File: src/rtl/conv_2d_stream_pkg.sv
// Shared definitions for the 2-D convolution engines: FSM encoding,
// default widths and a constant-capable ceil(log2) helper.
package conv_2d_stream_pkg;

  typedef enum logic {
    ST_LOAD = 1'b0,
    ST_RUN  = 1'b1
  } conv_state_e;

  localparam int KSIZE_DEF     = 3;
  localparam int NB_DATA_DEF   = 8;
  localparam int NBF_DATA_DEF  = 7;
  localparam int NB_COEFF_DEF  = 8;
  localparam int NBF_COEFF_DEF = 7;
  localparam int NB_OUT_DEF    = 8;
  localparam int NBF_OUT_DEF   = 7;

  // ceil(log2(value)); 0 for value <= 1
  function automatic int clog2_int(input int value);
    int r;
    r = 0;
    while ((1 << r) < value) r++;
    return r;
  endfunction

endpackage

File: src/rtl/conv_2d_stream_mac_tree.sv
// Two-stage KxK MAC: stage 1 registers the products, stage 2 registers the
// exact sum after round-half-up and saturation. o_pixel holds when not enabled.
module conv_2d_stream_mac_tree
  import conv_2d_stream_pkg::*;
#(
  parameter int KSIZE     = KSIZE_DEF,
  parameter int NB_DATA   = NB_DATA_DEF,
  parameter int NBF_DATA  = NBF_DATA_DEF,
  parameter int NB_COEFF  = NB_COEFF_DEF,
  parameter int NBF_COEFF = NBF_COEFF_DEF,
  parameter int NB_OUT    = NB_OUT_DEF,
  parameter int NBF_OUT   = NBF_OUT_DEF
) (
  input  logic                           clk,
  input  logic                           i_nrst,
  input  logic                           i_prod_en,
  input  logic [KSIZE*KSIZE*NB_DATA-1:0]  i_win,
  input  logic [KSIZE*KSIZE*NB_COEFF-1:0] i_knl,
  input  logic                           i_out_en,
  output logic [NB_OUT-1:0]              o_pixel
);

  localparam int KK      = KSIZE * KSIZE;
  localparam int NB_PROD = NB_DATA + NB_COEFF;
  localparam int NB_ACC  = NB_PROD + clog2_int(KK);
  localparam int SH      = NBF_DATA + NBF_COEFF - NBF_OUT;

  localparam logic signed [NB_ACC-1:0] SAT_MAX = {{(NB_ACC-NB_OUT+1){1'b0}}, {(NB_OUT-1){1'b1}}};
  localparam logic signed [NB_ACC-1:0] SAT_MIN = {{(NB_ACC-NB_OUT+1){1'b1}}, {(NB_OUT-1){1'b0}}};

  logic signed [NB_PROD-1:0] r_prod [KK];
  logic signed [NB_ACC-1:0]  w_acc;
  logic signed [NB_ACC-1:0]  w_rnd;
  logic [NB_OUT-1:0]         w_sat;
  logic [NB_OUT-1:0]         r_pixel;

  // stage 1: register every window x kernel product on an accepted pixel beat
  always_ff @(posedge clk or negedge i_nrst) begin
    if (!i_nrst) begin
      for (int i = 0; i < KK; i++) r_prod[i] <= '0;
    end else if (i_prod_en) begin
      for (int i = 0; i < KK; i++) begin
        r_prod[i] <= NB_PROD'($signed(i_win[i*NB_DATA +: NB_DATA]))
                   * NB_PROD'($signed(i_knl[i*NB_COEFF +: NB_COEFF]));
      end
    end
  end

  // exact accumulation: headroom of clog2(K*K) bits means no wrap
  always_comb begin
    w_acc = '0;
    for (int i = 0; i < KK; i++) w_acc = w_acc + NB_ACC'(r_prod[i]);
  end

  generate
    if (SH > 0) begin : g_rnd
      assign w_rnd = (w_acc + (NB_ACC'(1) <<< (SH - 1))) >>> SH;
    end else begin : g_nornd
      assign w_rnd = w_acc;
    end
  endgenerate

  // clamp the rounded value into the signed output range
  always_comb begin
    w_sat = w_rnd[NB_OUT-1:0];
    if (w_rnd > SAT_MAX)      w_sat = {1'b0, {(NB_OUT-1){1'b1}}};
    else if (w_rnd < SAT_MIN) w_sat = {1'b1, {(NB_OUT-1){1'b0}}};
  end

  // stage 2: output register, updated only for surviving results
  always_ff @(posedge clk or negedge i_nrst) begin
    if (!i_nrst)       r_pixel <= '0;
    else if (i_out_en) r_pixel <= w_sat;
  end

  assign o_pixel = r_pixel;

endmodule

File: src/rtl/conv_2d_stream.sv
// KxK streaming convolution: kernel load FSM, sliding window, valid pipeline.
//
// state   | meaning
// ST_LOAD | kernel columns written at col_cnt; pixel beats dropped
// ST_RUN  | kernel complete; pixel beats shift the window and feed the MAC
module conv_2d_stream
  import conv_2d_stream_pkg::*;
#(
  parameter int KSIZE     = KSIZE_DEF,
  parameter int NB_DATA   = NB_DATA_DEF,
  parameter int NBF_DATA  = NBF_DATA_DEF,
  parameter int NB_COEFF  = NB_COEFF_DEF,
  parameter int NBF_COEFF = NBF_COEFF_DEF,
  parameter int NB_OUT    = NB_OUT_DEF,
  parameter int NBF_OUT   = NBF_OUT_DEF
) (
  input  logic                     clk,
  input  logic                     i_nrst,
  input  logic                     i_load_knl,
  input  logic                     i_valid,
  input  logic                     i_sol,
  input  logic [KSIZE*NB_DATA-1:0] i_data,
  output logic                     o_knl_ready,
  output logic                     o_valid,
  output logic [NB_OUT-1:0]        o_pixel
);

  localparam int KK      = KSIZE * KSIZE;
  localparam int NB_COL  = clog2_int(KSIZE);
  localparam int NB_FILL = clog2_int(KSIZE + 1);

  conv_state_e          r_state;
  logic [NB_COL-1:0]    r_col_cnt;
  logic [NB_FILL-1:0]   r_fill_cnt;
  logic [NB_FILL-1:0]   w_fill_next;
  logic                 r_knl_ready;
  logic                 r_vld1;
  logic                 r_vld2;
  logic                 w_knl_beat;
  logic                 w_pix_beat;
  logic                 w_reload;
  logic                 w_result_beat;
  logic                 w_out_en;
  logic [NB_COL-1:0]    w_knl_col;

  logic [NB_DATA-1:0]   r_win      [KSIZE][KSIZE];
  logic [NB_DATA-1:0]   w_win_next [KSIZE][KSIZE];
  logic [NB_COEFF-1:0]  r_knl      [KSIZE][KSIZE];
  logic [KK*NB_DATA-1:0]  w_win_flat;
  logic [KK*NB_COEFF-1:0] w_knl_flat;

  assign w_knl_beat    = i_valid & i_load_knl;
  assign w_pix_beat    = i_valid & ~i_load_knl & (r_state == ST_RUN);
  assign w_reload      = w_knl_beat & (r_state == ST_RUN);
  // a reload beat in RUN is always kernel column 0
  assign w_knl_col     = (r_state == ST_RUN) ? '0 : r_col_cnt;
  assign w_result_beat = w_pix_beat & (w_fill_next == NB_FILL'(KSIZE));
  assign w_out_en      = r_vld1 & ~w_reload;

  // fill count after a pixel beat: restart on i_sol, saturate at K
  always_comb begin
    w_fill_next = r_fill_cnt;
    if (i_sol)                                w_fill_next = NB_FILL'(1);
    else if (r_fill_cnt != NB_FILL'(KSIZE))   w_fill_next = r_fill_cnt + NB_FILL'(1);
  end

  // window after the current beat: new column at 0, older columns move right
  always_comb begin
    for (int r = 0; r < KSIZE; r++) begin
      w_win_next[r][0] = i_data[r*NB_DATA +: NB_DATA];
      for (int j = 1; j < KSIZE; j++) w_win_next[r][j] = r_win[r][j-1];
    end
  end

  // flatten window and kernel for the MAC tree, index = r*K + j
  always_comb begin
    w_win_flat = '0;
    w_knl_flat = '0;
    for (int r = 0; r < KSIZE; r++) begin
      for (int j = 0; j < KSIZE; j++) begin
        w_win_flat[(r*KSIZE+j)*NB_DATA +: NB_DATA]   = w_win_next[r][j];
        w_knl_flat[(r*KSIZE+j)*NB_COEFF +: NB_COEFF] = r_knl[r][j];
      end
    end
  end

  // kernel load / run FSM with column and fill counters
  always_ff @(posedge clk or negedge i_nrst) begin
    if (!i_nrst) begin
      r_state     <= ST_LOAD;
      r_col_cnt   <= '0;
      r_fill_cnt  <= '0;
      r_knl_ready <= 1'b0;
    end else begin
      case (r_state)
        ST_LOAD: begin
          if (w_knl_beat) begin
            if (r_col_cnt == NB_COL'(KSIZE - 1)) begin
              r_state     <= ST_RUN;
              r_col_cnt   <= '0;
              r_knl_ready <= 1'b1;
            end else begin
              r_col_cnt <= r_col_cnt + NB_COL'(1);
            end
          end
        end
        ST_RUN: begin
          if (w_reload) begin
            r_state     <= ST_LOAD;
            r_col_cnt   <= NB_COL'(1);
            r_fill_cnt  <= '0;
            r_knl_ready <= 1'b0;
          end else if (w_pix_beat) begin
            r_fill_cnt <= w_fill_next;
          end
        end
        default: begin
          r_state     <= ST_LOAD;
          r_col_cnt   <= '0;
          r_fill_cnt  <= '0;
          r_knl_ready <= 1'b0;
        end
      endcase
    end
  end

  // kernel column write, low NB_COEFF bits of each row
  always_ff @(posedge clk or negedge i_nrst) begin
    if (!i_nrst) begin
      for (int r = 0; r < KSIZE; r++)
        for (int j = 0; j < KSIZE; j++) r_knl[r][j] <= '0;
    end else if (w_knl_beat) begin
      for (int r = 0; r < KSIZE; r++) r_knl[r][w_knl_col] <= i_data[r*NB_DATA +: NB_COEFF];
    end
  end

  // window shift on accepted pixel beats
  always_ff @(posedge clk or negedge i_nrst) begin
    if (!i_nrst) begin
      for (int r = 0; r < KSIZE; r++)
        for (int j = 0; j < KSIZE; j++) r_win[r][j] <= '0;
    end else if (w_pix_beat) begin
      for (int r = 0; r < KSIZE; r++)
        for (int j = 0; j < KSIZE; j++) r_win[r][j] <= w_win_next[r][j];
    end
  end

  // valid pipeline tracking the two MAC stages; a reload beat kills stage 1
  always_ff @(posedge clk or negedge i_nrst) begin
    if (!i_nrst) begin
      r_vld1 <= 1'b0;
      r_vld2 <= 1'b0;
    end else begin
      r_vld1 <= w_result_beat;
      r_vld2 <= w_out_en;
    end
  end

  conv_2d_stream_mac_tree #(
    .KSIZE    (KSIZE),
    .NB_DATA  (NB_DATA),
    .NBF_DATA (NBF_DATA),
    .NB_COEFF (NB_COEFF),
    .NBF_COEFF(NBF_COEFF),
    .NB_OUT   (NB_OUT),
    .NBF_OUT  (NBF_OUT)
  ) u_mac (
    .clk      (clk),
    .i_nrst   (i_nrst),
    .i_prod_en(w_pix_beat),
    .i_win    (w_win_flat),
    .i_knl    (w_knl_flat),
    .i_out_en (w_out_en),
    .o_pixel  (o_pixel)
  );

  assign o_knl_ready = r_knl_ready;
  assign o_valid     = r_vld2;

endmodule

File: config.mk
export PLATFORM = sky130hd
export DESIGN_NAME = conv_2d_stream
export DESIGN_NICKNAME = d
export VERILOG_FILES = /design/src/rtl/conv_2d_stream_pkg.sv /design/src/rtl/conv_2d_stream_mac_tree.sv /design/src/rtl/conv_2d_stream.sv
export SDC_FILE = /design/constraint.sdc
export NUM_CORES = 2
export LEC_CHECK = 0
export CAP_MARGIN = 15
export CELL_PAD_IN_SITES_DETAIL_PLACEMENT = 0
export CELL_PAD_IN_SITES_GLOBAL_PLACEMENT = 1
export CORE_MARGIN = 2
export CORE_UTILIZATION = 40
export DETAILED_ROUTE_END_ITERATION = 6
export GPL_TIMING_DRIVEN = 0
export PLACE_DENSITY = 0.71
export SETUP_SLACK_MARGIN = 0.2
export SLEW_MARGIN = 20
export SYNTH_ARGS = -nofsm -noshare
export SYNTH_HDL_FRONTEND = slang
export SYNTH_SLANG_ARGS = --single-unit
File: constraint.sdc
create_clock -name clk -period 7.6 [get_ports clk]
set_input_delay 2.28 -clock clk [delete_from_list [all_inputs] [get_ports clk]]
set_output_delay 2.28 -clock clk [all_outputs]
set_load 0.005 [all_outputs]
## Word-level counts from Yosys, hierarchy flattened

Cells that the tools add are included.
Widths: inputs -> output; s select.

| storage, ports and cells | value |
|---|---|
| register bits after elaboration | 280 |
| input bits | 29 |
| output and inout bits | 10 |
| word-level logic and storage cells | 100 |

| operators by class | value |
|---|---|
| $add $sub $neg | 11 |
| multipliers | 9 |
| $lt $le $gt $ge | 4 |
| eq/ne operators | 6 |
| multiplexer cells | 24 |
| bitwise gates (word level) | 10 |
| reductions and logical operators | 5 |

Operators by type and width:

| kind | number |
|---|---|
| $mul 8x8->16 | 9 |
| $add 20x16->20 | 6 |
| $bwmux 24 | 3 |
| $mux 8 | 3 |
| $add 20x8->20 const B | 1 |
| $add 17x16->18 | 1 |
| $add 16x16->17 | 1 |
| $demux 8 s2 | 1 |
| $mux 2 | 8 |
| $gt 13x8->1 const B | 1 |
| $lt 13x8->1 const B | 1 |
| $and 1x1->1 | 6 |
| $mux 1 | 6 |
| $ne 2x2->1 const B | 3 |
| $add 2x1->2 const B | 2 |
| $eq 2x2->1 const B | 2 |
| $pmux 1 s2 | 2 |
| $pmux 2 s2 | 1 |
| $reduce_and 2->1 | 2 |
| $ge 3x3->1 const B | 1 |
| $lt 3x1->1 const B | 1 |
| $not 1->1 | 3 |
| $not 2->3 | 1 |
| $reduce_and 3->1 | 1 |
| other kinds (3) | 3 |

## Logic depth before layout (Yosys ltp)

| logic depth | value |
|---|---|
| word-level depth | 12 |
| depth in mapped cells | 30 |
| depth with buffers taken out | 30 |

## By module

A second synthesis with hierarchy kept.

| unflattened totals | value |
|---|---|
| cell total of the unflattened synthesis | 3389 |
| area total of the unflattened synthesis | 35366.4 sq um |

By module, submodules not included:

| module | times used | cells an instance | area an instance (sq um) | sequential area each (sq um) |
|---|---|---|---|---|
| conv_2d_stream_mac_tree | 1 | 3106 | 30529.3 | 3803.6 |
| conv_2d_stream | 1 | 283 | 4837.1 | 3203.1 |

## Least setup slack after synthesis

No wires, ideal clock.

| timing | value |
|---|---|
| path kind | register to register |
| start | register u_mac.r_prod[97] (netlist bit) |
| end | register u_mac.r_pixel[2] (netlist: u_mac.o_pixel[2]) |
| library setup time | 126 ps |
| arrival time | 6605 ps |
| data required time | 7474 ps |
| setup slack | 869 ps |
| stages on the path, launching flop included | 28 |
| cells stage by stage | dfrtp_1 -> inv_1 -> fa_1 -> inv_1 -> ha_1 -> inv_1 -> fa_1 -> nor2b_1 -> o21ai_1 -> a21boi_1 -> o211ai_1 -> a21oi_1 -> a2111oi_0 -> nor2_1 -> a2111oi_0 -> nor3_1 -> fa_1 -> inv_1 -> fa_1 -> fa_1 -> fa_1 -> inv_1 -> ha_1 -> xor2_1 -> or4_4 -> a2111oi_4 -> nor3_2 -> a221o_1 |

| on the way | value |
|---|---|
| longest elaborated chain between the ends | 11 |
| elaborated cells on any way between the ends | 12 |

RTL lines:

| element | line | text |
|---|---|---|
| start, declared | conv_2d_stream_mac_tree.sv:31 | `logic signed [NB_PROD-1:0] r_prod [KK];` |
| start signal, assigned by index | conv_2d_stream_mac_tree.sv:43 | `r_prod[i] <= NB_PROD'($signed(i_win[i*NB_DATA +: NB_DATA]))` |
| $add 17x16->18 * | conv_2d_stream_mac_tree.sv:52 | `for (int i = 0; i < KK; i++) w_acc = w_acc + NB_ACC'(r_prod[i]);` |
| $add 20x16->20 * (6 in a row) | conv_2d_stream_mac_tree.sv:52 |  |
| $add 20x8->20 * | conv_2d_stream_mac_tree.sv:57 | `assign w_rnd = (w_acc + (NB_ACC'(1) <<< (SH - 1))) >>> SH;` |
| $lt 13x8->1 | conv_2d_stream_mac_tree.sv:67 | `else if (w_rnd < SAT_MIN) w_sat = {1'b1, {(NB_OUT-1){1'b0}}};` |
| $mux 8 | conv_2d_stream_mac_tree.sv:67 |  |
| $mux 8 * | conv_2d_stream_mac_tree.sv:66 | `if (w_rnd > SAT_MAX) w_sat = {1'b0, {(NB_OUT-1){1'b1}}};` |
| end signal, assigned | conv_2d_stream_mac_tree.sv:73 | `else if (i_out_en) r_pixel <= w_sat;` |
| end, declared | conv_2d_stream_mac_tree.sv:35 | `logic [NB_OUT-1:0] r_pixel;` |

Every way passes the cells marked *; elsewhere a longest branch is shown, timed or not.
A chain may end at the register's enable or synchronous reset.

## Final worst setup path

| timing | value |
|---|---|
| start | input port i_data[12] |
| end | register u_mac.r_prod[95] (netlist bit) |

| on the way | value |
|---|---|
| longest elaborated chain between the ends | 1 |

RTL lines:

| element | line | text |
|---|---|---|
| start, declared | conv_2d_stream.sv:22 | `input logic [KSIZE*NB_DATA-1:0] i_data,` |
| $mul 8x8->16 | conv_2d_stream_mac_tree.sv:44 | `* NB_PROD'($signed(i_knl[i*NB_COEFF +: NB_COEFF]));` |

No other way between the ends.

==> results.txt <==
----------------------------------------------------
[Global route]
  Peak-usage layer in the global routing report ... met2
  Global-route wire length before repair ... 146 mm
  Overall track demand over capacity in global routing ... 20.0%
  Largest net degree at the start of global routing ... 80
  M1 GR Usage ... 28.6%
  GR Util met2 ... 32.5%
  Met3 usage in global routing ... 2.86%
  Number of antenna violations at the first check in global routing ... 3
  Gr ovfl total ... 0
  Via count of the first global-routing pass ... 26,100

[Logic synthesis]
  Portion of netlist area occupied by mux cells ... 2.18%
  Count of synthesis-stage warnings from yosys ... 0
  Number of enable flip-flop cells after synthesis ... 0
  Mean post-synth cell area ... 9.55 um^2
  Number of library cell types mapped by synthesis ... 65
  Simple-Gate Fraction of Synth Area ... 15.5%
  Synth Area in Adders ... 44.0%
  Main combinational cell family by area after synthesis ... adder cells
  XOR/XNOR share of the synthesized area ... 3.71%
  Synthesized cell area ... 36,100 um^2
  Seq cells post-synth ... 280
  Async set-or-reset flop fraction in the synthesized netlist ... 100%
  Cell count after synthesis ... 3,781
  Top FF cell, synth ... sky130_fd_sc_hd__dfrtp_1
  Net count of the mapped netlist ... 4,719
  Post-synthesis compound-gate area fraction ... 5.90%
  Fraction of the yosys area taken by sequential cells ... 19.4%

[Drt]
  Iter 0 DRT Violations ... 1,028
  DR pass1 iterations ... 5
  DRC violation count after routing ... 0
  Post-Route WL ... 88.7 mm
  DR vias/cell ... 4.78
  Post-DRT Antenna Nets ... 0
  Via count ... 24,300
  Mean routed wirelength per cell ... 17.5 um

[Clock tree]
  Clock buffers created by TritonCTS ... 40
  Clk pin slew, worst setup/hold paths ... 60 ps
  Hold-fix buffers at CTS ... 0
  H-tree depth reported by CTS ... 2
  Sinks on Clock Net ... 280
  Buffer depth of the longest clock path ... 3
  Clock latency of the later-clocked register in the worst-skew pair ... 590 ps
  Root Driver ... sky130_fd_sc_hd__clkbuf_16
  TritonCTS clock tree ... done

[Final layout]
  Commonest cells after routing, fill and taps aside ... sky130_fd_sc_hd__inv_1, sky130_fd_sc_hd__fa_1, sky130_fd_sc_hd__nand2_1, sky130_fd_sc_hd__and2_1, sky130_fd_sc_hd__ha_1
  Proportion of layout cells with a drive suffix above 1 ... 5.89%
  Non-filler cells in the finished layout ... 5,080
  Commonest non-fill, non-tap cell in the layout ... sky130_fd_sc_hd__inv_1
  # nets final ... 4,813
  Signed area change from the synthesized netlist to the final layout ... 9.98%

[Setup path]
  Peak fanout along the critical path ... 10
  Endpoint required time on the critical path ... 8020 ps
  Max stage delay cell, worst path ... sky130_fd_sc_hd__fa_1
  Worst Reg2Reg Path Length in Cells ... 28
  Critical path's largest stage delay ... 550 ps
  Data arrival time of the critical path ... 7570 ps
  Sequence of cells on the critical path ... clkdlybuf4s50_1 > clkbuf_1 > nand2_1 > fa_1 > fa_1 > inv_1 > fa_1 > inv_1 > fa_1 > inv_1 > ha_1 > nand2b_1 > a21boi_0 > o22a_1 > a41o_1 > o41a_1 > xnor2_1 > o21ai_0
  Startpoint-to-endpoint class of the critical path ... in2reg
  Startpoint types ... primary input
  Kind of end point of the critical path ... flip-flop
  Worst path most repeated cell ... sky130_fd_sc_hd__fa_1

[Floorplan]
  Die area ... 92,700 um^2
  Boundary pin count ... 39
  # rows ... 110
  Y dimension of the die ... 304 um
  Core area ... 89,700 um^2
  Starting utilization of the core area ... 40.2%
  Floorplan die width ... 304 um

[Timing]
  Accumulated negative setup slack ... 0 ps
  Count of final max-slew check failures ... 0
  Worst slew pin tran ... 1130 ps
  Clock Skew ... 38.1 ps
  Maximum clock rate ... 140 MHz
  Crit path setup slack, layout ... 449 ps
  Slew headroom ... 24.9%
  Final Hold Fails ... 0
  Final critical-path share of the clock period ... 94.1%
  RSZ-0062 raised after global routing ... true
  Final worst path period need ... 7150 ps
  Final setup fails ... 0
  WHS ... 476 ps

[Placement]
  Final GP Congestion ... 0.852
  Pre-CTS setup slack ... -314 ps
  Number of placed cells counting well taps ... 5,001
  Half-perimeter wire length after placement ... 72.7 mm
  # port buffers ... 38

[Job]
  Max-cap violations ... 0

[Outcome]
  Run status ... finished clean

[Worst hold path]
  Hold Crit Depth ... 2
  Type of the tightest min-delay check ... reg2reg

----------------------------------------------------
==> worst paths after layout <==
kind	from	endpoint	slack, ps
setup / recovery	i_data[12]	u_mac.r_prod[95]	450
hold / removal	u_mac.r_prod[137]	u_mac.r_prod[137]	480
setup reg to reg	u_mac.r_prod[97]	u_mac.o_pixel[2]	510
hold reg to reg	u_mac.r_prod[137]	u_mac.r_prod[137]	480
max in group asynchronous	i_nrst	u_mac.o_pixel[2]	4650
min in group asynchronous	i_nrst	u_mac.r_prod[72]	1700
==> critical path, delay by kind of cell <==
family	cells	cell delay, ps
buf+inv	5	1100
simple gates	2	250
fa+ha+maj	5	2300
compound gates	5	1110
xor+xnor	1	530
==> metal layers <==
| layer | routed length, um | share of wire [%] |
|---|---|---|
| met5 | 0 | 0 |
| met4 | 1710 | 1.9 |
| met3 | 3800 | 4.3 |
| met2 | 41000 | 46 |
| met1 | 42100 | 47 |
==> final cells by class <==
cell class	instances	area, um^2
Clock buffer	53	1160
Antenna cell	1	2.50
Fill cell	8740	50000
Inverter	777	2920
Sequential cell	280	7010
Multi-Input combinational cell	2605	25900
Timing Repair Buffer	52	566
Buffer	119	462
Tap cell	1176	1470
Clock inverter	17	215
==> stage by stage <==
stage / utilization, % / cell area [um^2]
after floorplan: - / 36100
after global placement: 42.3 / 37900
after detailed placement: 42.5 / 38100
after CTS: 44.1 / 39500
after global routing: 44.2 / 39700
final: 44.2 / 39700
==> logic make-up (layout without fill, tap and decap cells) <==
family	after synthesis	after routing
multiplexers	70	70
AO/OA/AOI/OAI	337	337
XOR/XNOR	152	152
AND/OR/NAND/NOR	1137	1137
adder cells (fa/ha/maj)	909	909
buffers and inverters	896	1018
other	0	1
flip-flops	280	280
==> registers in the layout, summed over array words and instances, names as in the netlist <==
signal,count
r_col_cnt,2
o_knl_ready,1
u_mac.o_pixel,8
r_vld1,1
r_win,48
u_mac.r_prod,144
r_fill_cnt,2
r_knl,72
r_state,1
o_valid,1
==> timing repair <==
action                                  4_1_cts  5_1_grt
buffers inserted                              2        6
endpoints found under the setup margin        7       13
pin swaps                                     3       16
gates resized for setup                       7       37
==> cell usage after synthesis (11+ instances only) <==
| master | n | share of area (%) |
|---|---|---|
| sky130_fd_sc_hd__clkbuf_1 | 112 | 1.2 |
| sky130_fd_sc_hd__mux2_2 | 69 | 2.2 |
| sky130_fd_sc_hd__nor2b_1 | 14 | 0.24 |
| sky130_fd_sc_hd__a21oi_1 | 57 | 0.79 |
| sky130_fd_sc_hd__ha_1 | 310 | 11 |
| sky130_fd_sc_hd__or2_2 | 13 | 0.23 |
| sky130_fd_sc_hd__dfrtp_1 | 280 | 19 |
| sky130_fd_sc_hd__a21o_1 | 13 | 0.27 |
| sky130_fd_sc_hd__nor2_1 | 79 | 0.82 |
| sky130_fd_sc_hd__xnor2_1 | 109 | 2.6 |
| sky130_fd_sc_hd__a211oi_1 | 11 | 0.23 |
| sky130_fd_sc_hd__xor2_1 | 42 | 1.0 |
| sky130_fd_sc_hd__o21ai_0 | 147 | 2.0 |
| sky130_fd_sc_hd__nor3_1 | 17 | 0.24 |
| sky130_fd_sc_hd__nand3_1 | 20 | 0.28 |
| sky130_fd_sc_hd__and2_1 | 341 | 5.9 |
| sky130_fd_sc_hd__fa_1 | 599 | 33 |
| sky130_fd_sc_hd__nand2b_1 | 79 | 1.4 |
| sky130_fd_sc_hd__nand2_1 | 524 | 5.4 |
| sky130_fd_sc_hd__and3_1 | 20 | 0.35 |
| sky130_fd_sc_hd__inv_1 | 777 | 8.1 |
| sky130_fd_sc_hd__o31ai_1 | 23 | 0.48 |
Power is not shown: default switching activity piles up to over one toggle a cycle in this logic, so the estimate is an artifact.
